==> src/rtl/buffer_pkg.sv <==
// ---------------------------------------------------------------------------
// buffer_pkg
// Shared constants and types for the 16 x 16 word buffer.
//   BUF_DATA_W : default stored word width
//   BUF_ADDR_W : default address width
//   BUF_DEPTH  : default number of entries (2**BUF_ADDR_W)
//   word_t     : one stored word at the default width
// ---------------------------------------------------------------------------
package buffer_pkg;

  localparam int BUF_DATA_W = 16;
  localparam int BUF_ADDR_W = 4;
  localparam int BUF_DEPTH  = 2 ** BUF_ADDR_W;

  typedef logic [BUF_DATA_W-1:0] word_t;

endpackage : buffer_pkg

==> src/rtl/buffer_mem.sv <==
// ---------------------------------------------------------------------------
// buffer_mem
// Storage array plus per-entry valid bitmap. Reset clears every word and
// every valid bit; a write stores the word and marks the entry valid.
// The read side is purely combinational (indexed by the same address) so the
// top level can register it and apply the write-first bypass.
// Ports:
//   clk       : clock
//   rst       : synchronous active-high reset (wins over we_i)
//   we_i      : write strobe
//   addr_i    : entry address (write and read)
//   wdata_i   : write data
//   rdata_o   : current contents of mem[addr_i]
//   rvalid_o  : current valid bit of entry addr_i
// ---------------------------------------------------------------------------
module buffer_mem
  import buffer_pkg::*;
#(
  parameter int DATA_W = BUF_DATA_W,
  parameter int ADDR_W = BUF_ADDR_W
) (
  input  logic              clk,
  input  logic              rst,
  input  logic              we_i,
  input  logic [ADDR_W-1:0] addr_i,
  input  logic [DATA_W-1:0] wdata_i,
  output logic [DATA_W-1:0] rdata_o,
  output logic              rvalid_o
);

  localparam int DEPTH = 2 ** ADDR_W;

  logic [DATA_W-1:0] mem_q [DEPTH];
  logic [DEPTH-1:0]  valid_q;

  always_ff @(posedge clk) begin
    if (rst) begin
      for (int i = 0; i < DEPTH; i++) begin
        mem_q[i] <= '0;
      end
      valid_q <= '0;
    end else if (we_i) begin
      mem_q[addr_i]   <= wdata_i;
      valid_q[addr_i] <= 1'b1;
    end
  end

  assign rdata_o  = mem_q[addr_i];
  assign rvalid_o = valid_q[addr_i];

endmodule : buffer_mem

==> src/rtl/buffer_module.sv <==
// ---------------------------------------------------------------------------
// buffer_module
// 16 x 16 synchronous word buffer with one write port and one registered
// read port sharing a single address bus.
// Ports:
//   clk               : system clock, all updates on rising edge
//   rst               : synchronous active-high reset, clears contents/status
//   address           : entry selected for both write and read
//   data_in           : write data
//   write             : write strobe
//   output_enable     : read enable
//   operational_clock : legacy interface input, tied to clk, not used
//   data_out          : registered read data
//   data_valid        : registered, entry read has been written since reset
//   word_count        : distinct entries written since reset (0..depth)
// Build option:
//   BUFFER_MODULE_TRISTATE_EN : when defined, data_out floats (all Z) in any
//   cycle whose registered read enable is low.
// ---------------------------------------------------------------------------
module buffer_module
  import buffer_pkg::*;
#(
  parameter int DATA_W = BUF_DATA_W,
  parameter int ADDR_W = BUF_ADDR_W
) (
  input  logic              clk,
  input  logic              rst,
  input  logic [ADDR_W-1:0] address,
  input  logic [DATA_W-1:0] data_in,
  input  logic              write,
  input  logic              output_enable,
  input  logic              operational_clock,
  output logic [DATA_W-1:0] data_out,
  output logic              data_valid,
  output logic [ADDR_W:0]   word_count
);

  localparam int unsigned     DEPTH    = 2 ** ADDR_W;
  localparam logic [ADDR_W:0] FULL_CNT = DEPTH[ADDR_W:0];

  // Present only for pin compatibility; deliberately drives nothing.
  logic unused_operational_clock;
  assign unused_operational_clock = operational_clock;

  logic [DATA_W-1:0] mem_rdata;
  logic              mem_rvalid;

  buffer_mem #(
    .DATA_W (DATA_W),
    .ADDR_W (ADDR_W)
  ) u_mem (
    .clk      (clk),
    .rst      (rst),
    .we_i     (write),
    .addr_i   (address),
    .wdata_i  (data_in),
    .rdata_o  (mem_rdata),
    .rvalid_o (mem_rvalid)
  );

  logic [DATA_W-1:0] rd_data_q, rd_data_d;
  logic              rd_valid_q, rd_valid_d;
  logic              oe_q;
  logic [ADDR_W:0]   count_q, count_d;

  // Read timing: address and output_enable sampled at edge N produce
  // data_out/data_valid after edge N (one-cycle latency). A write to the
  // same address in that cycle is forwarded (write-first). With the enable
  // low the register loads zero and data_valid drops.
  always_comb begin
    rd_data_d  = '0;
    rd_valid_d = 1'b0;
    if (output_enable) begin
      if (write) begin
        rd_data_d  = data_in;
        rd_valid_d = 1'b1;
      end else begin
        rd_data_d  = mem_rdata;
        rd_valid_d = mem_rvalid;
      end
    end
  end

  // Only first writes to an entry grow the count; rewrites do not.
  always_comb begin
    count_d = count_q;
    if (write && !mem_rvalid && (count_q != FULL_CNT)) begin
      count_d = count_q + 1'b1;
    end
  end

  always_ff @(posedge clk) begin
    if (rst) begin
      rd_data_q  <= '0;
      rd_valid_q <= 1'b0;
      oe_q       <= 1'b0;
      count_q    <= '0;
    end else begin
      rd_data_q  <= rd_data_d;
      rd_valid_q <= rd_valid_d;
      oe_q       <= output_enable;
      count_q    <= count_d;
    end
  end

`ifdef BUFFER_MODULE_TRISTATE_EN
  assign data_out = oe_q ? rd_data_q : {DATA_W{1'bz}};
`else
  assign data_out = rd_data_q;
`endif

  assign data_valid = rd_valid_q;
  assign word_count = count_q;

endmodule : buffer_module

==> config.mk <==
export PLATFORM = sky130hd
export DESIGN_NAME = buffer_module
export DESIGN_NICKNAME = d
export VERILOG_FILES = /design/src/rtl/buffer_pkg.sv /design/src/rtl/buffer_mem.sv /design/src/rtl/buffer_module.sv
export SDC_FILE = /design/constraint.sdc
export NUM_CORES = 1
export LEC_CHECK = 0
export CORE_UTILIZATION = 63
export CTS_BUF_LIST = sky130_fd_sc_hd__clkbuf_8
export DETAILED_ROUTE_END_ITERATION = 8
export GPL_TIMING_DRIVEN = 1
export PLACE_DENSITY_LB_ADDON = 0.08
export SYNTH_ARGS = -nofsm -noshare
export SYNTH_HDL_FRONTEND = slang
export SYNTH_SLANG_ARGS = --single-unit
==> constraint.sdc <==
create_clock -name clk -period 3.7 [get_ports clk]
set_input_delay 0.555 -clock clk [delete_from_list [all_inputs] [get_ports clk]]
set_output_delay 0.555 -clock clk [all_outputs]
set_load 0.05 [all_outputs]
Yosys cells after proc, flatten, opt, wreduce, memory -nomap -nowiden
Memories as Yosys holds them, arrays and structs flattened. A register that Yosys moved wholly into a read port is not among the register bits.
Index checks and enable logic that the tools add are counted.
{"block": "totals", "register_bits": 22, "ram_bits": 256, "input_bits": 25, "out_inout_bits": 22, "wordCells": 29, "mem_count": 1}
{"memory": "u_mem.mem_q", "words": 16, "word_bits": 16, "rd": 1, "rd_ports_with_merged_regs": 1, "wr": 16, "line": "buffer_mem.sv:33", "text": "logic [DATA_W-1:0] mem_q [DEPTH];"}
{"block": "classes", "n_addsub": 1, "magnitude_cmp": 2, "eq_ne": 1, "muxes": 13, "bitwise_logic": 2, "n_reduce_logical": 6}
{"op": "16-bit two-way mux", "n": 1}
{"op": "16-bit bitwise OR", "n": 1}
{"op": "16-bit OR reduction", "n": 1}
{"op": "1-bit two-way mux", "n": 9}
{"op": "5-bit by 1-bit adder with 5-bit output, second input constant", "n": 1}
{"op": "4-bit by 5-bit < comparator with 1-bit output, second input constant", "n": 1}
{"op": "5-bit != test, second input constant", "n": 1}
{"op": "1-bit binary-select mux with 4-bit select", "n": 1}
{"op": "1-bit demux with 4-bit select", "n": 1}
{"op": "4-bit by 1-bit greater-or-equal comparator with 1-bit output, second input constant", "n": 1}
{"op": "4-bit two-way mux", "n": 1}
{"op": "1-bit logical AND", "n": 3}
{"op": "2-bit OR reduction", "n": 1}
{"op": "1-bit logical NOT", "n": 1}
{"op": "1-bit NOT", "n": 1}

Depth between registers and ports, before layout
Gate-level depths: netlist of run 1.
{"block": "depth", "ltp_word": 5, "ltp_mapped": 8, "ltp_nobuf": 6}

Hierarchy
A second synthesis of run 1 with hierarchy kept.
{"block": "unflattened", "cells_unflattened": 854, "area_unflattened_um2": 13007.5}
{"module": "buffer_mem", "instances": 1, "cells_each": 766, "area_each_um2": 12106.6, "seq_area_each_um2": 8007.7}
{"module": "buffer_module", "instances": 1, "cells_each": 88, "area_each_um2": 900.9, "seq_area_each_um2": 440.4}

Worst setup path after synthesis of run 1
No wires, ideal clock.
{"block": "synth_path", "path_type": "input port to flip-flop", "from": "in address[3]", "to": "mem u_mem.mem_q[1][0] (netlist name) (enable)", "setup_ns": 0.411, "arrival_time_ns": 2.586, "t_required_ns": 3.289, "slack_ns": 0.703, "stages": 4, "n_path_buf": 2, "path_cell_list": "clkbuf_1 -> or4_1 -> buf_2 -> o21ai_0"}
{"element": "start, declared", "line": "buffer_module.sv:28", "text": "input logic [ADDR_W-1:0] address,"}
{"element": "end, declared", "line": "buffer_mem.sv:33"}

==> results of run 1 <==
## cell type report
type,instances,area (um2)
repair buffers,83,738
fillers,1357,5540
multi-input cells,511,4360
flip-flops and latches,294,8450
clock buffers,51,702
well taps,270,338
clock inverters,37,156
inverters,5,18.8
## per-stage QoR
| step | std cells | utilization | total power [mW] |
|---|---|---|---|
| 6_report | 1251 | 0.727 | 6.97 |
| 5_1_grt | 1251 | 0.727 | 7.19 |
| 4_1_cts | 1251 | 0.727 | 6.99 |
| 3_5_place_dp | 1163 | 0.685 | 4.50 |
| 3_3_place_gp | 1163 | 0.685 | 4.47 |
| 2_1_floorplan | 876 | - | 4.26 |
## cells in the final DEF, fill, tap and decap left out, types with 4 or more instances in the layout
master             n
nand3_1            4
nor2_1            30
o21ai_1           12
clkbuf_8          51
and2_1           256
buf_4             39
or2_2              4
nor2b_1            4
nand2_1            6
clkdlybuf4s50_1   42
mux4_2            65
o21ai_0           19
clkinv_2           5
mux2i_1           41
edfxtp_1         256
inv_1             22
a21oi_1           17
clkinv_1          12
dfxtp_1           38
a21o_1            16
## routing by layer
| metal | global-route usage | vias up |
|---|---|---|
| li1 | - | 3350 |
| met1 | 0.423 | 3986 |
| met5 | 0 | - |
| met4 | 0.107 | 2 |
| met3 | 0.0634 | 70 |
| met2 | 0.480 | 360 |
## cells by family after synthesis
logic type,synth area share
mux,0.147
buf+inv,0.0226
fa+ha+maj,0.00191
compound gates,0.0292
simple gates,0.155
flops,0.645
## worst max path at each step
stage	from	to	slack (ps)	depth (start not counted)
finish	address[3]	u_mem.mem_q[8][5]$_SDFFCE_PN0P_	1010	5
global placement	address[3]	u_mem.mem_q[8][4]$_SDFFCE_PN0P_	520	5
detailed placement	address[3]	u_mem.mem_q[8][6]$_SDFFCE_PN0P_	420	5
global route	address[3]	u_mem.mem_q[8][15]$_SDFFCE_PN0P_	870	5
CTS	address[3]	u_mem.mem_q[8][15]$_SDFFCE_PN0P_	1020	5
floorplan	address[3]	u_mem.mem_q[1][0]$_SDFFCE_PN0P_	700	4
## power groups by stage
stage | Clock [mW] | Combinational [mW] | Sequential, mW
after floorplan | 0 | 0.331 | 3.93
after global placement | 0 | 0.581 | 3.89
after detailed placement | 0 | 0.593 | 3.91
after CTS | 2.56 | 0.595 | 3.84
after global routing | 2.71 | 0.629 | 3.85
final | 2.53 | 0.595 | 3.84
## worst max-delay path, delay by kind of cell
kind	cells	cell delay, ps
AND/OR/NAND/NOR	3	1460
buffers and inverters	2	840
## registers in the layout (all words and copies together) (netlist names)
signal / cells
data_out: 16
data_valid: 1
u_mem.mem_q: 256
u_mem.valid_q: 16
word_count: 5
==> metrics.yaml, run 1 <==
outcome:
  status: "completed"
timing:
  clock.fmax_mhz: 371
  rsz0062_at_grt: "no"
  period_minus_slack_ps: 2690
  tightest_slew_ps: 813
  whs_ps: 454
  max_slew_margin: 0.458
  hold_viol: 0
  setup_ws_ps: 1010
  timing.final.crit_share: 0.728
  fin_setup_tns_ps: 0
  maxSlewViolCount: 0
  final-setup-viol-count: 0
  skew_ps: 13.1
setup_path:
  reg2regPathDepth: 6
  crit_chain: "clkdlybuf4s50_1 -> inv_1 -> or4_1 -> nor3_4 -> or2_2"
  r2r_start: "word_count[0]$_SDFFE_PP0P_"
  critPathMaxStageDelay_ps: 790
  crit_path_end_kind: "flop"
  startpoint_type: "input port"
  required_ps: 3890
  arrival_ps: 2880
  rr_endpoint: "word_count[3]$_SDFFE_PP0P_"
  worstPathMaxFanout: 16
  reg2reg_slack_ps: 1710
  path_class: "input port to flop"
  timing.critical_path.slowest_stage_cell: "or4_1"
run:
  drv_cap: 0
logic_synthesis:
  syn_nets: 903
  netlist.area_leader.share: 0.587
  ys_seq_area_frac: 0.645
  syn_area_per_cell_um2: 15.0
  syn_inst: 876
  synth_common_cells: "256 x and2_1, 256 x edfxtp_1, 65 x mux4_2"
  syn_area_um2: 13100
  yosys.area.top_type: "edfxtp_1"
  ys_ff_latch: 294
  async_flop_share: 0
  synth_edf_count: 256
  synth_ff_type: "edfxtp_1"
  synth_cell_types: 36
  synth_area_leaders: "edfxtp_1 59%, and2_1 12%, mux4_2 11%"
  yosys_warnings: 0
detailed_routing:
  viasPerCell: 6.21
  vias: 7768
  wl_met1_um: 12700
  ant_nets: 0
  top_layer_used: "met5"
  drtIter0Drc: 974
  wl_met3_um: 2630
  firstDrtPassIters: 7
  wl_per_cell_um: 25.0
  drc: 0
  wirelength_um: 31300
  dr_wl_met2_um: 15200
pwr:
  seq_power_share: 0.551
  ir_drop_uv: 267
  p_sw_frac: 0.240
  p_switching_mw: 1.67
  p_leak_nw: 5.48
  internal_power_mw: 5.29
  pwr-share-comb: 0.085
  p_per_area_nw_per_um2: 472
  power.share.clock: 0.364
clock_tree:
  cts-resized-gates: 0
  clock_latency_ps: 550
  holdBufCountCts: 0
  cts_setup_buffers: 0
  clk_path_buf_depth: 3
  clock-sinks: 294
  cts_tree: "done"
  clk_pin_slew_ps: 50
  cts-root-buf: "clkbuf_8"
  cts_max_level: 2
  cts_buffers: 47
worst_hold_path:
  min_to: "u_mem.valid_q[1]$_SDFFE_PP0P_"
  min_from: "u_mem.valid_q[1]$_SDFFE_PP0P_"
  hold_class: "flop to flop"
  hold_depth: 1
global_routing:
  antenna_found_initial: 2
  overflow: 0
  grt_pass1_wl_um: 47200
  grt_max_degree: 68
  grt.total_usage: 0.303
  grt_pass1_vias: 7845
place:
  dp_slack_ps: 424
  port_buffers: 45
  place_hpwl_um: 19300
  gp_congestion: 0.867
  dpl-instance-area_um2: 13900
cells_and_area:
  syn2layout_area_growth_pct: 12.6
  nNetsFinal: 969
  layout-drive-gt1-share: 0.185
  final_area_um2: 14800
  antenna_cells: 0
floorplan:
  start_util: 0.645
  die_width_um: 146
  coreArea_um2: 20300
  fp-row-count: 52
  die_area_um2: 21400
  ios: 47
  dieHeight_um: 146
No activity file was read; power rests on OpenSTA's default activity.
==> run 2: changes to the inputs <==
- clock period: 3.7 -> 2.8 ns (I/O delays scaled with it)
==> metrics.yaml, run 2 (synthesis results as in run 1) <==
outcome:
  status: "completed"  # unchanged
floorplan:
  dieHeight_um: 146  # unchanged
  die_area_um2: 21400  # unchanged
  coreArea_um2: 20300  # unchanged
  die_width_um: 146  # unchanged
  ios: 47  # unchanged
  fp-row-count: 52  # unchanged
  start_util: 0.645  # unchanged
cells_and_area:
  largest_reg_flops: 256  # unchanged
  antenna_cells: 0  # unchanged
  top_register: "u_mem.mem_q"  # unchanged
  fillers: 1311  # was 1,357
  final_cells: 1264  # was 1,251
  finish.utilization: 0.741  # was 0.727
  layout-drive-gt1-share: 0.203  # was 0.185
  nNetsFinal: 984  # was 969
  syn2layout_area_growth_pct: 14.8  # was 12.6%
  final_cell_mix: "256 x and2_1, 256 x edfxtp_1, 65 x mux4_2, 57 x clkbuf_8, 46 x buf_4"  # was 256 x and2_1, 256 x edfxtp_1, 65 x mux4_2, 51 x clkbuf_8, 42 x clkdlybuf4s50_1
clock_tree:
  clock-sinks: 294  # unchanged
  cts-resized-gates: 0  # unchanged
  cts_setup_buffers: 0  # unchanged
  cts_tree: "done"  # unchanged
  cts_buffers: 48  # was 47
  clock_latency_ps: 570  # was 550 ps
  clk_pin_slew_ps: 60  # was 50 ps
  clk_path_buf_depth: 3  # unchanged
  cts-root-buf: "clkbuf_8"  # unchanged
  holdBufCountCts: 0  # unchanged
  cts_max_level: 2  # unchanged
detailed_routing:
  wl_met3_um: 2360  # was 2630 um
  drc: 0  # unchanged
  wl_met1_um: 12200  # was 12,700 um
  ant_nets: 0  # unchanged
  wirelength_um: 31200  # was 31,300 um
  firstDrtPassIters: 5  # was 7
  drtIter0Drc: 789  # was 974
  vias: 7771  # was 7,768
  wl_per_cell_um: 24.7  # was 25.0 um
  dr_wl_met2_um: 15500  # was 15,200 um
  viasPerCell: 6.15  # was 6.21
  top_layer_used: "met4"  # was met5
setup_path:
  r2r_start: "u_mem.valid_q[13]$_SDFFE_PP0P_"  # was word_count[0]$_SDFFE_PP0P_
  startpoint_type: "flop"  # was input port
  rr_endpoint: "word_count[0]$_SDFFE_PP0P_"  # was word_count[3]$_SDFFE_PP0P_
  crit_chain: "clkdlybuf4s50_1"  # was clkdlybuf4s50_1 -> inv_1 -> or4_1 -> nor3_4 -> or2_2
  crit_path_end_kind: "output pin"  # was flop
  path_class: "flop to output pin"  # was input port to flop
  worst-path-buf-inv: 1  # was 2
  required_ps: 2380  # was 3890 ps
  arrival_ps: 1850  # was 2880 ps
  critPathMaxStageDelay_ps: 850  # was 790 ps
  reg2reg_slack_ps: 850  # was 1710 ps
  timing.critical_path.slowest_stage_cell: "clkdlybuf4s50_1"  # was or4_1
  crit_family: "buffers and inverters"  # was simple AND/OR/NAND/NOR gates
  reg2regPathDepth: 5  # was 6
  worstPathMaxFanout: 7  # was 16
timing:
  hold_viol: 0  # unchanged
  maxSlewViolCount: 0  # unchanged
  tightest_slew_ps: 810  # was 813 ps
  fin_setup_tns_ps: 0  # unchanged
  skew_ps: 19.0  # was 13.1 ps
  rsz0062_at_grt: "no"  # unchanged
  final-setup-viol-count: 0  # unchanged
  max_slew_margin: 0.458  # about the same
  timing.final.crit_share: 0.810
  period_minus_slack_ps: 2270
  clock.fmax_mhz: 441
pwr:
  p_leak_nw: 5.63  # was 5.48 nW
  ir_drop_uv: 446  # was 267 uV
  p_per_area_nw_per_um2: 631  # was 472 nW/um2
global_routing:
  overflow: 0  # unchanged
  grt_max_degree: 59  # was 68
  antenna_found_initial: 0  # was 2
  grt_pass1_wl_um: 47900  # was 47,200 um
  grt_pass1_vias: 8060  # was 7,845
  grt.total_usage: 0.308  # was 0.303
place:
  dp_cells: 1177  # was 1,163
  port_buffers: 45  # unchanged
  gp_congestion: 0.831  # was 0.867
  place_hpwl_um: 19500  # was 19,300 um
worst_hold_path:
  min_from: "u_mem.valid_q[9]$_SDFFE_PP0P_"  # was u_mem.valid_q[1]$_SDFFE_PP0P_
  hold_depth: 1  # unchanged
  hold_class: "flop to flop"  # unchanged
  min_to: "u_mem.valid_q[9]$_SDFFE_PP0P_"  # was u_mem.valid_q[1]$_SDFFE_PP0P_
run:
  drv_cap: 0  # unchanged
-- run 2: changes by cell type in the layout (fill, tap and decap cells not counted) --
cell | before | now
clkbuf_8 | 51 | 57
inv_8 | 0 | 1
buf_12 | 1 | 8
bufinv_16 | 0 | 1
inv_6 | 0 | 1
buf_4 | 39 | 46
clkinv_1 | 12 | 4
clkinvlp_4 | 3 | 1
-- run 2: how the worst max path moves through the flow --
stage	startpoint	depth (start not counted)	slack, ps	to
detailed placement	address[3]	5	190	u_mem.mem_q[0][3]$_SDFFCE_PN0P_
global route	word_count[2]$_SDFFE_PP0P_	1	470	word_count[2]
floorplan	address[3]	4	-60	u_mem.mem_q[1][0]$_SDFFCE_PN0P_
CTS	word_count[2]$_SDFFE_PP0P_	1	510	word_count[2]
global placement	address[3]	5	210	u_mem.mem_q[0][4]$_SDFFCE_PN0P_
finish	word_count[2]$_SDFFE_PP0P_	1	530	word_count[2]
-- run 2: worst register-to-register path: cells and delay by family (launching register included) --
kind | cells | cell delay [ps]
AND/OR/NAND/NOR | 1 | 200
multiplexers | 3 | 1030
flip-flops | 1 | 340
AO/OA/AOI/OAI | 1 | 250
-- run 2: cell type report --
class | count | area [um2] | share of cell area
tap | 270 | 338 | 0.0225
clock inverter | 30 | 161 | 0.0107
sequential | 294 | 8450 | 0.562
timing repair buffer | 97 | 931 | 0.0619
inverter | 5 | 18.8 | 0.00125
multi-input combinational | 511 | 4360 | 0.290
clock buffer | 57 | 785 | 0.0522
-- run 2: power breakdown --
part           switching (mW)  internal [mW]  total (mW)
clock                    1.66           1.95        3.61
combinational           0.479          0.335       0.814
sequential             0.0713           5.00        5.07
total                    2.21           7.28        9.49
-- run 2: per-stage QoR --
step           power, mW  setup slack, ps  hold WS [ps]  instance area, um2
6_report            9.49              532           451               15000
5_1_grt             9.79              473           467               15000
4_1_cts             9.54              512           453               15000
3_5_place_dp        5.97              189           439               14100
3_3_place_gp        5.93              214           432               14100
2_1_floorplan       5.64            -62.1           425               13100
-- run 2: layer usage --
layer | GRT usage | vias to the layer above
li1 | - | 3390
met3 | 0.0534 | 74
met1 | 0.413 | 3952
met4 | 0.140 | 0
met2 | 0.499 | 355
met5 | 0 | -
==> edit 1 (flow settings as in run 2) <==
Add an input register stage for `address`, `data_in`, `write` and `output_enable`, cleared by the reset; this delays them by one clock. Comments in the files are not updated.
--- a/src/rtl/buffer_module.sv
+++ b/src/rtl/buffer_module.sv
@@ -40,2 +40,21 @@
 
+  logic [ADDR_W-1:0] address_q;
+  logic [DATA_W-1:0] data_q;
+  logic write_q;
+  logic output_enable_q;
+
+  always_ff @(posedge clk) begin
+    if (rst) begin
+      address_q       <= '0;
+      data_q          <= '0;
+      write_q         <= '0;
+      output_enable_q <= '0;
+    end else begin
+      address_q       <= address;
+      data_q          <= data_in;
+      write_q         <= write;
+      output_enable_q <= output_enable;
+    end
+  end
+
   // Present only for pin compatibility; deliberately drives nothing.
@@ -53,5 +72,5 @@
     .rst      (rst),
-    .we_i     (write),
-    .addr_i   (address),
-    .wdata_i  (data_in),
+    .we_i     (write_q),
+    .addr_i   (address_q),
+    .wdata_i  (data_q),
     .rdata_o  (mem_rdata),
@@ -72,5 +91,5 @@
     rd_valid_d = 1'b0;
-    if (output_enable) begin
-      if (write) begin
-        rd_data_d  = data_in;
+    if (output_enable_q) begin
+      if (write_q) begin
+        rd_data_d  = data_q;
         rd_valid_d = 1'b1;
@@ -86,3 +105,3 @@
     count_d = count_q;
-    if (write && !mem_rvalid && (count_q != FULL_CNT)) begin
+    if (write_q && !mem_rvalid && (count_q != FULL_CNT)) begin
       count_d = count_q + 1'b1;
@@ -100,3 +119,3 @@
       rd_valid_q <= rd_valid_d;
-      oe_q       <= output_enable;
+      oe_q       <= output_enable_q;
       count_q    <= count_d;
Behaviour: not the same (Yosys sat finds a counterexample within 4 cycles, from zero or initial values and one cycle with rst high).
==> edit 1 against run 2 <==
  * Fmax grew 0.67%
  * Non-clock buffer count shrank 10
  * Final area grew 2.7%
  * Via count grew 1.5%
  * Sequential cell count grew 22
  * Wire length grew 1.0%
  * Critical path depth is the same
  * Synthesized area grew 4.2%
  * Hold slack lost 0.050 ns
  * Sequential power grew 4.7%
  * Setup slack gained 0.015 ns
  * Total power is essentially flat
  * Critical endpoint unchanged
  * Largest cell class unchanged
==> edit 1: results (changes against run 2) <==
* Area contributors post-synth: edfxtp_1 56%, and2_1 12%, mux4_2 11% (was edfxtp_1 59%, and2_1 12%, mux4_2 11%)
* Seq/Total Area, Yosys at 0.651 (was 0.645)
* Post-synthesis adder-cell area fraction at 0.00183 (was 0.00191)
* Wire per inst at 24.1 um (was 24.7 um)
* Detail Placement HPWL at 19.5 mm (about the same)
* Vias in the first global route at 8,187 (was 8,060)
* Final std cells w/o fill at 1,309 (was 1,264)
* Cells after synthesis at 924 (was 876)
* Uppermost layer routed: met4 (unchanged)
* Fin nets at 1,021 (was 984)
* DR WL met2 at 15.8 mm (was 15.5 mm)
* Warnings, synthesis at 0 (unchanged)
* Largest Register: u_mem.mem_q (unchanged)
* M1 WL at 12.4 mm (was 12.2 mm)
* Worst hold path class: input port to flip-flop (was flip-flop to flip-flop)
* Clock skew at 0.0170 ns (was 0.0190 ns)
* Synth unique cells at 33 (was 36)
* Post-CTS Resized at 0 (unchanged)
* WP data arrival at 1.83 ns (was 1.85 ns)
* DRT Pass-1 Iters at 4 (was 5)
* Synth Area in Compound Gates at 0.0281 (was 0.0292)
* CP peak stage delay at 0.84 ns
* DRT iter0 DRCs at 745 (was 789)
* CP top delay family: buffers and inverters (unchanged)
* EDFF count, synth at 256 (unchanged)
* FILL cells at 1,369 (was 1,311)
* Pin count of the biggest net entering global routing at 36 (was 59)
* Global placer's final weighted congestion at 0.792 (was 0.831)
* GR Util All Layers at 0.301 (was 0.308)
* XOR/XNOR share of the synthesized area at 0 (unchanged)
* DRC violations left at 0 (unchanged)
* Synth top cells by count: 256 x and2_1, 256 x edfxtp_1, 65 x mux4_2 (unchanged)
* Layout cells sized above 1 at 0.175 (was 0.203)
* Net Count, Synth at 951 (was 903)
* Metal3 WL at 2.32 mm (was 2.36 mm)
* Worst slew pin tran at 1.31 ns (was 0.810 ns)
* Total CTS buffers at 50 (was 48)
* Placed instance count at 1,217 (was 1,177)
* Status: finished clean (unchanged)
* CTS max path bufs at 3 (unchanged)
* Mux cell area share after synthesis at 0.141 (was 0.147)
* Via Count at 7,890 (was 7,771)
* Leak Pwr at 5.96 nW (was 5.63 nW)
* Max VDD drop at 0.000462 V (was 0.000446 V)
* First-pass GRT wire length at 47.6 mm (was 47.9 mm)
[edit 1: cell types whose count changed after synthesis, sizes merged]
cell    before  now
nand2        6    7
or3          2    4
nor2b        4   26
dfxtp       38   60
clkbuf      41   44
or4          2    0
[edit 1: through the flow]
step	worst slack, ns	hold slack (ns)	instance area (sq um)
detailed placement	0.223	0.440	14500
floorplan	0.0310	0.426	13600
global route	0.454	0.388	15400
finish	0.547	0.401	15400
global placement	0.231	0.434	14500
CTS	0.521	0.382	15400
[edit 1: final cells by class]
cell class              instances  area (sq um)  share of cell area
clock buffers                  60           826              0.0535
clock inverters                32           120             0.00778
inverters                       5          18.8             0.00122
multi-input cells             534          4450               0.289
flip-flops and latches        316          8900               0.576
well taps                     275           344              0.0223
repair buffers                 87           778              0.0504
[edit 1: power by group]
part	total [mW]	internal, mW	switching [mW]
clock	3.64	1.92	1.71
sequential	5.31	5.19	0.119
combinational	0.541	0.230	0.311
[edit 1: path summary, 6_finish.rpt]
path / from / to / slack [ns] / cells after the start
hold / removal: address[3] / address_q[3]$_SDFF_PP0_ / 0.40 / 2
hold reg to reg: u_mem.valid_q[8]$_SDFFE_PP0P_ / u_mem.valid_q[8]$_SDFFE_PP0P_ / 0.45 / 1
setup / recovery: word_count[2]$_SDFFE_PP0P_ / word_count[2] / 0.55 / 1
setup reg to reg: write_q$_SDFF_PP0_ / u_mem.mem_q[13][5]$_SDFFCE_PN0P_ / 0.58 / 5
[edit 1: routing by layer]
layer,track usage,vias up
met5,0,-
met4,0.118,0
met3,0.0593,62
met2,0.500,319
met1,0.391,4001
li1,-,3508
[edit 1: cells by family after synthesis]
family,Yosys count
AND/OR/NAND/NOR,355
flip-flops,316
multiplexers,110
buffers and inverters,74
AO/OA/AOI/OAI,67
adder cells (fa/ha/maj),2
==> edit 2 (settings of run 2) <==
Without the edit above. Change the package constant `BUF_DATA_W` from 16 to 14.
--- a/src/rtl/buffer_pkg.sv
+++ b/src/rtl/buffer_pkg.sv
@@ -10,3 +10,3 @@
 
-  localparam int BUF_DATA_W = 16;
+  localparam int BUF_DATA_W = 14;
   localparam int BUF_ADDR_W = 4;
Interface: changed (resized data_in and data_out); port bits go from 47 to 43. No check against the original RTL was run, so the function may have changed too.
==> edit 2 against run 2 <==
  * Sequential cell count decreased by 34
  * Setup slack got worse by 0.046 ns
  * Wire length is 19% lower
  * Total power fell by 14%
  * Final area decreased by 13%
  * Sequential share of layout area up 0.85 points
  * Critical path depth is 5 higher
  * Non-clock buffer count shrank 15
  * Hold slack got worse by 0.0055 ns
  * Clock power fell by 18%
  * Synthesized area decreased by 13%
  * Critical path type is now input port to flip-flop
  * Critical endpoint is now data_out[3]$_SDFF_PP0_
==> edit 2: results (changes against run 2) <==
* Synth top cells by count: 224 x and2_1, 224 x edfxtp_1, 58 x mux4_2 (was 256 x and2_1, 256 x edfxtp_1, 65 x mux4_2)
* Worst setup slack after placement at -0.0380 ns (was 0.189 ns)
* WP data arrival at 2.78 ns (was 1.85 ns)
* Combinational power at 0.695 mW (was 0.814 mW)
* EDFF count, synth at 224 (was 256)
* First-pass GRT wire length at 38.5 mm (was 47.9 mm)
* Crit-path max FO at 14 (was 7)
* Top cell type's share of synthesized area at 0.587 (about the same)
* Slowest stage cell on the critical path: nor2b_1 (was clkdlybuf4s50_1)
* Placed instance count at 1,017 (was 1,177)
* M1 WL at 10.0 mm (was 12.2 mm)
* Pwr per Cell Area at 623 nW/um^2 (was 631 nW/um^2)
* Mux cell area share after synthesis at 0.126 (was 0.147)
* DRT iter0 DRCs at 656 (was 789)
* Multi-input gate area at 3740 sq um (was 4360 sq um)
* Via Count at 6,657 (was 7,771)
* DR WL met2 at 12.7 mm (was 15.5 mm)
* Wire per inst at 22.9 um (was 24.7 um)
* Net Count, Synth at 796 (was 903)
* Clk_lat worst skew at 0.55 ns (was 0.57 ns)
* GR Util met2 at 0.474 (was 0.499)
* Pin count of the biggest net entering global routing at 57 (was 59)
* XOR/XNOR share of the synthesized area at 0.000765 (was 0)
* Syn Area/Cell at 14.9 sq um (was 15.0 sq um)
* Max reg flops at 224 (was 256)
* Worst slew pin tran at 1.29 ns (was 0.810 ns)
* Pint at 6.24 mW (was 7.28 mW)
* Detail Placement HPWL at 15.8 mm (was 19.5 mm)
* Layout cells sized above 1 at 0.187 (was 0.203)
* FILL cells at 1,080 (was 1,311)
* Area contributors post-synth: edfxtp_1 59%, and2_1 12%, mux4_2 11% (unchanged)
* Synth unique cells at 33 (was 36)
* Power Clock at 2.97 mW (was 3.61 mW)
* Status: finished clean (unchanged)
* Clock skew at 0.0124 ns (was 0.0190 ns)
* Leak Pwr at 4.84 nW (was 5.63 nW)
* Vias in the first global route at 6,970 (was 8,060)
* CP peak stage delay at 1.04 ns (was 0.85 ns)
* Total CTS buffers at 42 (was 48)
* Grt met1 use at 0.374 (was 0.413)
* CP top delay family: simple AND/OR/NAND/NOR gates (was buffers and inverters)
[edit 2: area by class of cell]
cell class                      count  share of cell area
Sequential cell                   260               0.570
Multi-Input combinational cell    446               0.286
Timing Repair Buffer               82              0.0621
Clock buffer                       47              0.0495
Tap cell                          225              0.0216
Clock inverter                     31             0.00901
Inverter                            4             0.00115
[edit 2: worst paths after layout]
check                                                    start                        endpoint  slack, ns  depth (start not counted)
worst min register to register  u_mem.valid_q[11]$_SDFFE_PP0P_  u_mem.valid_q[11]$_SDFFE_PP0P_       0.45                          1
worst max-delay path                                address[2]          data_out[3]$_SDFF_PP0_       0.49                          6
worst min-delay path            u_mem.valid_q[11]$_SDFFE_PP0P_  u_mem.valid_q[11]$_SDFFE_PP0P_       0.45                          1
worst max register to register  u_mem.valid_q[10]$_SDFFE_PP0P_      word_count[3]$_SDFFE_PP0P_       0.78                          5
